`config.mk`:
```
export PLATFORM = sky130hd
export DESIGN_NAME = amiga_bus_responder_flat
export DESIGN_NICKNAME = d
export VERILOG_FILES = /design/src/rtl/amiga_bus_responder_if.sv /design/src/rtl/amiga_bus_responder.sv /design/src/flat_wrapper.sv
export SDC_FILE = /design/constraint.sdc
export NUM_CORES = 1
export LEC_CHECK = 0
export ABC_AREA = 1
export CAP_MARGIN = 20
export CORE_MARGIN = 8
export CORE_UTILIZATION = 51
export DETAILED_ROUTE_END_ITERATION = 6
export PLACE_DENSITY = 0.8
export RECOVER_POWER = 25
export SYNTH_ARGS = -nofsm -noshare
export SYNTH_HDL_FRONTEND = slang
export SYNTH_SLANG_ARGS = --single-unit
```
`constraint.sdc`:
```
create_clock -name CLK40 -period 4.5 [get_ports CLK40]
set_input_delay 0.9 -clock CLK40 [delete_from_list [all_inputs] [get_ports CLK40]]
set_output_delay 0.9 -clock CLK40 [all_outputs]
set_load 0.05 [all_outputs]
```
`src/rtl/amiga_bus_responder_if.sv`:
```
// 68000-style bus signal bundle between an Amiga-side initiator and the responder.
`timescale 1ns/1ps
interface amiga_bus_responder_if;
    logic        nSEL;
    logic        nAS;
    logic        nUDS;
    logic        nLDS;
    logic        RnW;
    logic [1:0]  A;
    logic [15:0] DIN;
    logic [15:0] DOUT;
    logic        DOE;
    logic        nDTACK;

    modport master (
        output nSEL, nAS, nUDS, nLDS, RnW, A, DIN,
        input  DOUT, DOE, nDTACK
    );

    modport slave (
        input  nSEL, nAS, nUDS, nLDS, RnW, A, DIN,
        output DOUT, DOE, nDTACK
    );
endinterface

```
`src/rtl/amiga_bus_responder.sv`:
```
// 68000-style bus target on CLK40: synchronized strobes, four 16-bit byte-lane registers,
// programmable wait states before nDTACK.
`timescale 1ns/1ps
module amiga_bus_responder #(
    parameter int unsigned WAIT_CYCLES = 2,
    parameter int unsigned SYNC_STAGES = 2,
    parameter logic [15:0] REG_RESET   = 16'h0000
) (
    input logic                  CLK40,
    input logic                  RESET,
    amiga_bus_responder_if.slave bus
);

    localparam logic [3:0] WaitLoad = 4'(WAIT_CYCLES);

    typedef enum logic [1:0] {StIdle, StWait, StAck} state_e;

    state_e                        r_state, w_state_next;
    logic [SYNC_STAGES-1:0][4:0]   r_sync;
    logic [4:0]                    w_raw, w_synced;
    logic                          w_as_n, w_sel_n, w_uds_n, w_lds_n, w_rnw;
    logic                          w_start;
    logic [3:0]                    r_cnt;
    logic [1:0]                    r_addr, r_lanes;
    logic                          r_rnw;
    logic [15:0]                   r_regs [4];
    logic                          r_dtack_n, r_doe;
    logic [15:0]                   r_dout;
    logic                          w_dtack_n_next, w_doe_next, w_load, w_commit;

    assign w_raw    = {bus.nAS, bus.nSEL, bus.nUDS, bus.nLDS, bus.RnW};
    assign w_synced = r_sync[SYNC_STAGES-1];
    assign {w_as_n, w_sel_n, w_uds_n, w_lds_n, w_rnw} = w_synced;
    assign w_start  = ~w_as_n & ~w_sel_n & (~w_uds_n | ~w_lds_n);

    // Element 0 takes the raw pins; the oldest sample sits in the top element.
    always_ff @(posedge CLK40 or posedge RESET) begin
        if (RESET) begin
            r_sync <= '1;
        end else begin
            r_sync <= {r_sync[SYNC_STAGES-2:0], w_raw};
        end
    end

    always_ff @(posedge CLK40 or posedge RESET) begin
        if (RESET) begin
            r_state <= StIdle;
        end else begin
            r_state <= w_state_next;
        end
    end

    always_comb begin
        w_state_next = r_state;
        unique case (r_state)
            StIdle: if (w_start) w_state_next = StWait;
            StWait: begin
                if (w_as_n) begin
                    w_state_next = StIdle;
                end else if (r_cnt == 4'd0) begin
                    w_state_next = StAck;
                end
            end
            StAck:  if (w_as_n) w_state_next = StIdle;
            default: w_state_next = StIdle;
        endcase
    end

    // Abort (nAS negated) wins over an expiring counter in WAIT.
    always_comb begin
        w_load         = 1'b0;
        w_commit       = 1'b0;
        w_dtack_n_next = r_dtack_n;
        w_doe_next     = r_doe;
        unique case (r_state)
            StIdle: begin
                if (w_start) begin
                    w_load     = 1'b1;
                    w_doe_next = w_rnw;
                end
            end
            StWait: begin
                if (w_as_n) begin
                    w_doe_next = 1'b0;
                end else if (r_cnt == 4'd0) begin
                    w_dtack_n_next = 1'b0;
                    w_commit       = ~r_rnw;
                end
            end
            StAck: begin
                if (w_as_n) begin
                    w_dtack_n_next = 1'b1;
                    w_doe_next     = 1'b0;
                end
            end
            default: begin
                w_dtack_n_next = 1'b1;
                w_doe_next     = 1'b0;
            end
        endcase
    end

    always_ff @(posedge CLK40 or posedge RESET) begin
        if (RESET) begin
            r_cnt     <= 4'd0;
            r_addr    <= 2'd0;
            r_lanes   <= 2'd0;
            r_rnw     <= 1'b1;
            r_dtack_n <= 1'b1;
            r_doe     <= 1'b0;
            r_dout    <= 16'h0000;
            for (int i = 0; i < 4; i++) begin
                r_regs[i] <= REG_RESET;
            end
        end else begin
            r_dtack_n <= w_dtack_n_next;
            r_doe     <= w_doe_next;
            if (w_load) begin
                r_addr  <= bus.A;
                r_rnw   <= w_rnw;
                r_lanes <= {~w_uds_n, ~w_lds_n};
                r_cnt   <= WaitLoad;
                if (w_rnw) begin
                    r_dout <= r_regs[bus.A];
                end
            end else if (r_state == StWait && r_cnt != 4'd0) begin
                r_cnt <= r_cnt - 4'd1;
            end
            // DIN is only trusted on the acknowledging edge.
            if (w_commit) begin
                if (r_lanes[1]) r_regs[r_addr][15:8] <= bus.DIN[15:8];
                if (r_lanes[0]) r_regs[r_addr][7:0]  <= bus.DIN[7:0];
            end
        end
    end

    assign bus.nDTACK = r_dtack_n;
    assign bus.DOE    = r_doe;
    assign bus.DOUT   = r_dout;

endmodule

```
`src/flat_wrapper.sv`:
```
// flat-port wrapper written by rule: the top's interface ports become plain ports
module amiga_bus_responder_flat 
#(
    parameter int unsigned WAIT_CYCLES = 2,
    parameter int unsigned SYNC_STAGES = 2,
    parameter logic [15:0] REG_RESET   = 16'h0000
)
  (CLK40, RESET, bus_nSEL, bus_nAS, bus_nUDS, bus_nLDS, bus_RnW, bus_A, bus_DIN, bus_DOUT, bus_DOE, bus_nDTACK);
  amiga_bus_responder_if bus_i ();
  input logic CLK40;
  input logic RESET;
  input wire logic [$bits(bus_i.nSEL)-1:0] bus_nSEL;
  input wire logic [$bits(bus_i.nAS)-1:0] bus_nAS;
  input wire logic [$bits(bus_i.nUDS)-1:0] bus_nUDS;
  input wire logic [$bits(bus_i.nLDS)-1:0] bus_nLDS;
  input wire logic [$bits(bus_i.RnW)-1:0] bus_RnW;
  input wire logic [$bits(bus_i.A)-1:0] bus_A;
  input wire logic [$bits(bus_i.DIN)-1:0] bus_DIN;
  output wire logic [$bits(bus_i.DOUT)-1:0] bus_DOUT;
  output wire logic [$bits(bus_i.DOE)-1:0] bus_DOE;
  output wire logic [$bits(bus_i.nDTACK)-1:0] bus_nDTACK;
  assign bus_i.nSEL = bus_nSEL;
  assign bus_i.nAS = bus_nAS;
  assign bus_i.nUDS = bus_nUDS;
  assign bus_i.nLDS = bus_nLDS;
  assign bus_i.RnW = bus_RnW;
  assign bus_i.A = bus_A;
  assign bus_i.DIN = bus_DIN;
  assign bus_DOUT = bus_i.DOUT;
  assign bus_DOE = bus_i.DOE;
  assign bus_nDTACK = bus_i.nDTACK;
  amiga_bus_responder #(.WAIT_CYCLES(WAIT_CYCLES), .SYNC_STAGES(SYNC_STAGES), .REG_RESET(REG_RESET)) u_core (.CLK40(CLK40), .RESET(RESET), .bus(bus_i));
endmodule
```
==> After elaboration in Yosys (flattened, before gate mapping) <==
Cells that the tools add are included.
{ "totals": {"ff_bits": 103, "out_inout_bits": 18, "input_bits": 25} }
{ "classes": {"eq_ne": 8, "bitwise_logic": 11, "n_addsub": 1, "order_cmp": 3, "mux": 31, "reduce_logical": 11} }
{ "ops": {"columns": ["cell", "count"], "rows": [
  ["64-bit 2-to-1 mux", 3],
  ["64-bit bitwise mux", 2],
  ["16-bit demux with 2-bit select", 2],
  ["16-bit 2-to-1 mux", 3],
  ["16-bit binary-select mux with 2-bit select", 1],
  ["1-bit 2-to-1 mux", 10],
  ["2-bit 2-to-1 mux", 4],
  ["4-bit 2-to-1 mux", 2],
  ["8-bit 2-to-1 mux", 1],
  ["2-bit by 1-bit != test with 1-bit output (second input constant)", 4],
  ["3-bit greater-or-equal comparator (second input constant)", 2],
  ["1-bit inverter", 6],
  ["2-bit inverter with 3-bit output", 2],
  ["2-bit one-hot mux with 3 select lines", 1],
  ["4-bit zero test", 1],
  ["2-bit AND reduction", 2],
  ["4-bit AND reduction", 1],
  ["4-bit nonzero test", 1],
  ["4-bit by 1-bit subtractor with 4-bit output (second input constant)", 1],
  ["3-bit by 1-bit less-than comparator with 1-bit output (second input constant)", 1],
  ["3-bit by 1-bit != test with 1-bit output (second input constant)", 1],
  ["1-bit one-hot mux with 3 select lines", 1],
  ["3-bit AND reduction", 1],
  ["1-bit AND", 2],
  ["9 further kinds", 10]
]} }

==> Logic depth before layout (Yosys ltp) <==
{ "depth": {"ltp_word": 10, "depth_mapped": 9, "depth_no_buf": 8} }

==> Worst setup path after synthesis <==
No wires, ideal clock.
{ "synth_path": {"kind": "input port to flip-flop", "from": "input port bus_A[1]", "to": "register u_core.r_dout[3], in the netlist u_core.bus.DOUT[3]", "slack_ns": 2.732, "n_path_buf": 2, "t_arrival_ns": 1.702, "setup_ns": 0.066, "cell_stages": 8, "required_time_ns": 4.434, "path_cell_list": "buf_2 -> clkinv_1 -> buf_2 -> nor2_1 -> o21ai_0 -> nand2_1 -> nand2_1 -> nand2_1"} }
{ "synth_via": {"elab_chain_len": 4} }
{ "synth_lines": {"columns": ["element", "line_no", "source"], "rows": [
  ["start, declared", "flat_wrapper.sv:17", "input wire logic [$bits(bus_i.A)-1:0] bus_A;"],
  ["2-bit inverter with 3-bit output (implied by the code)", "amiga_bus_responder.sv:124", "r_dout <= r_regs[bus.A];"],
  ["16-bit binary-select mux with 2-bit select", "amiga_bus_responder.sv:124", null],
  ["16-bit 2-to-1 mux (implied by the code) (2 in a row)", "amiga_bus_responder.sv:124", null],
  ["end signal, assigned", "amiga_bus_responder.sv:124", null],
  ["end, declared", "amiga_bus_responder.sv:28", "logic [15:0] r_dout;"]
]} }
Every way passes these cells. The select of a mux whose other input is x is not followed.
A chain may end at the register's enable or synchronous reset.

==> metrics list <==
* Number of CTS-inserted buffers: 9
* Max-cap viol count: 1
- For the final database, setup skew stands at 0.0137 ns.
- Via count: 4109
* Outcome: finished with violations
- Share of power burned in the clock network: 18.4%
- Part of the power in combinational logic: 37.5%
- The HPWL after detailed placement is 7.39 mm.
- The worst hold path belongs to the class flop to flop.
* Syn_nets: 608
* Synthesized instance count: 578
- Count of cells along the worst register-to-register path: 7
- Initial antenna violation count: 0
- Deepest clock path buffer count: 2
* Area Growth Syn to Fin: 13.7%
- Wire length of the first global-routing pass: 19.5 mm
- Antenna Cells: 0
* Via-per-instance ratio: 5.68
* Clock transition time at the flip-flop clock pins of the worst setup and hold paths: 0.09 ns
- Clock tree from TritonCTS: yes
* Max_slew headroom: -74.6%
- Ordered cell list for the critical path: dlygate4sd3_1 > clkinvlp_2 > buf_4
- 43 I/O pins were placed.
- Counting flops with an async set or reset pin after synthesis yields a share of 100%.
* CP Launch Point: RESET
- Setup repair after global routing left no endpoint under its margin.
- Timing endpoint of the critical path: u_core.w_synced[3]
- Count of standard-cell rows: 35
* Worst reg-to-reg setup slack: 1.90 ns
* Number of clock sinks: 103
* Effective utilization at floorplan: 52.0%
- Across all hold checks on the routed design, the worst slack comes to 0.359 ns.
- The worst-case IR drop observed on VDD is 0.269 mV.
- CTS placed an instance of clkbuf_8 at the clock tree root.
* Final wirelength: 11.7 mm
- Part of the total power dissipated in sequential elements: 44.2%
- Leading post-synthesis cells by cell area: dfrtp_1 48%, nand2_1 17%, nand4_1 7.8%
- At the worst endpoint, the required time is 4.98 ns.
- The number of failing hold endpoints at the final stage came to 0.
- The final reports fail on design-rule violations, max-capacitance violations, max-slew violations.
- Antenna Violating Nets Remaining: 0
* Number of fill cells: 789
- Core outline area: 9150 µm²
* GP Congestion: 0.850
- Number of remaining DRC errors: 3
- The detailed router finished its first iteration with 386 violations.
* Number of distinct standard cells referenced by the synthesized netlist: 24
- Clock latency reported for the late side of the worst-skew pair: 0.37 ns
- Along the worst path, the maximum fanout reaches 60.
* Height of the chip: 113 µm
- In the final layout, the share of cells above drive strength 1 is 7.03%.
- Yosys mapped a number of flops with a built-in enable equal to 0.
- Share of the clock period used by the worst path: 66.3%
- Post-CTS repair changed the size of 0 cells.
* Measured slew at the worst slew-check pin: 2.61 ns
- The endpoint identified for the worst register-to-register timing path is u_core.r_regs[32].
- The total overflow left after global routing is 0.
- The routed design could run at a clock period as short as 2.99 ns.
- Synth top area share: 47.8%
- Total Power: 3.35 mW
* Detailed-routing iteration count for the pre-antenna-repair pass: 7
- Buffers added to address setup during post-CTS repair amount to 0.
- CP max-delay cell: clkinvlp_2
- The number of global-route vias before repair is 3956.
- The worst setup path is of the input pin to async pin kind.
* Maximum number of pins on one net before global-route repair: 73
- Setup violations remaining at the end of the flow were counted as 0.
* Library cell occupying the most area in the post-synthesis netlist: dfrtp_1
- Overall global routing resource usage: 19.0%
* Arrival time at the worst endpoint: 3.46 ns
* LEAKAGE: 2.50 nW
- Switching share of total power: 41.3%
- Power spread over the standard cell area amounts to 619 nW/µm².
- Htree depth: 3
* Maximum clock frequency: 0.335 GHz
* DIE AREA: 12700 µm²
- Sort of element at the start of the critical path: input pin
- Yosys warning count: 0
* Final Max Slew Viols: 61
- Longest individual stage delay on the worst path: 1.48 ns
* Launching point of the worst reg2reg path: u_core.r_state[1]
- The internal portion of the total power is 1.97 mW.
- After synthesis the netlist holds a flip-flop and latch count of 103.
* Crit. End Element: async pin
- Wire per inst: 16.2 µm
- Ys flop type: dfrtp_1
- Adding up every negative setup slack in the final design gives 0 ns.
- Register area share after synthesis: 54.5%
- Summed over all nets, the switching power comes to 1.39 mW.
- Per-instance average area after synthesis: 8.24 µm²
- Hold repair after CTS inserted 0 buffers.
- X dimension of the die: 113 µm
- The mapped netlist covers 4760 µm².
- Port buffering added 42 buffers.
* Final net count: 637
-- logic make-up (layout without fill, tap and decap cells) --
family	count (synthesis)	in the layout	synth area share (%)
simple gates	379	379	34.4
flops	103	103	54.5
buf+inv	49	83	5.31
compound gates	42	42	4.49
fa+ha+maj	5	5	1.31
-- power by group through the flow --
stage               clock network, mW  logic [mW]  registers, mW
floorplan                           0       0.646           1.68
global placement                    0        1.16           1.51
detailed placement                  0        1.19           1.52
CTS                             0.625        1.20           1.51
global route                    0.667        1.38           1.52
finish                          0.616        1.26           1.48
-- worst min-delay path by stage --
| stage | endpoint | slack [ns] | startpoint | depth (start not counted) |
|---|---|---|---|---|
| global placement | u_core.w_synced[1] | 0.35 | u_core.r_sync[1] | 0 |
| finish | u_core.w_synced[1] | 0.36 | u_core.r_sync[1] | 0 |
| global route | u_core.w_synced[1] | 0.37 | u_core.r_sync[1] | 0 |
| detailed placement | u_core.w_synced[0] | 0.35 | u_core.r_sync[0] | 0 |
| floorplan | u_core.w_synced[0] | 0.35 | u_core.r_sync[0] | 0 |
| CTS | u_core.w_synced[1] | 0.36 | u_core.r_sync[1] | 0 |
-- sequential cells by signal, indices dropped and copies added, names as in the netlist --
name,count
u_core.bus.DOE,1
u_core.bus.DOUT,16
u_core.bus.nDTACK,1
u_core.r_addr,2
u_core.r_cnt,4
u_core.r_lanes,2
u_core.r_regs,64
u_core.r_rnw,1
u_core.r_state,2
u_core.r_sync,5
u_core.w_synced,5
-- final cells by class --
cell class	count	area, µm²	share of cell area [%]
Sequential cell	103	2590	47.9
Timing Repair Buffer	48	485	8.97
Tap cell	111	139	2.57
Multi-Input combinational cell	426	1920	35.4
Inverter	19	72.6	1.34
Clock inverter	5	75.1	1.39
Clock buffer	11	131	2.43
-- Yosys cell counts (all sizes together) (2+ instances only) --
library cell,count
ha,5
dfrtp,91
clkbuf,11
inv,17
dfstp,12
nand3,21
nor2,77
nand4,59
buf,19
clkinv,2
nand2,221
o21ai,39
-- per-layer routing --
layer / GRT usage [%] / part of all wire, % / vias to the layer above
met5: 0 / 0 / -
li1: - / - / 1944
met4: 7.64 / 1.9 / 0
met1: 23.6 / 43 / 2015
met3: 3.76 / 5.6 / 19
met2: 31.8 / 50 / 131
-- stage by stage --
| step | area (µm²) | util (%) | setup WS [ns] | instances |
|---|---|---|---|---|
| floorplan | 4760 | - | 0.916 | 578 |
| global placement | 5180 | 56.6 | 1.67 | 706 |
| detailed placement | 5180 | 56.6 | 1.64 | 706 |
| CTS | 5390 | 58.8 | 1.88 | 722 |
| global route | 5410 | 59.1 | 1.11 | 723 |
| finish | 5410 | 59.1 | 1.51 | 723 |
-- layout by cell type, fill, tap and decap left out, drive strengths merged --
cell and n:
a21oi 1, a31oi 1, buf 6, bufinv 2, clkbuf 11, clkdlybuf4s50 36, clkinv 5, clkinvlp 1
dfrtp 91, dfstp 12, dlygate4sd3 6, ha 5, inv 16, nand2 221, nand3 21, nand3b 1
nand4 59, nor2 77, o21a 1, o21ai 39
-- critical path, delay by kind of cell --
kind	cells	cell delay (ns)
buf+inv	3	2.55
Power figures use the tool's default switching activity.
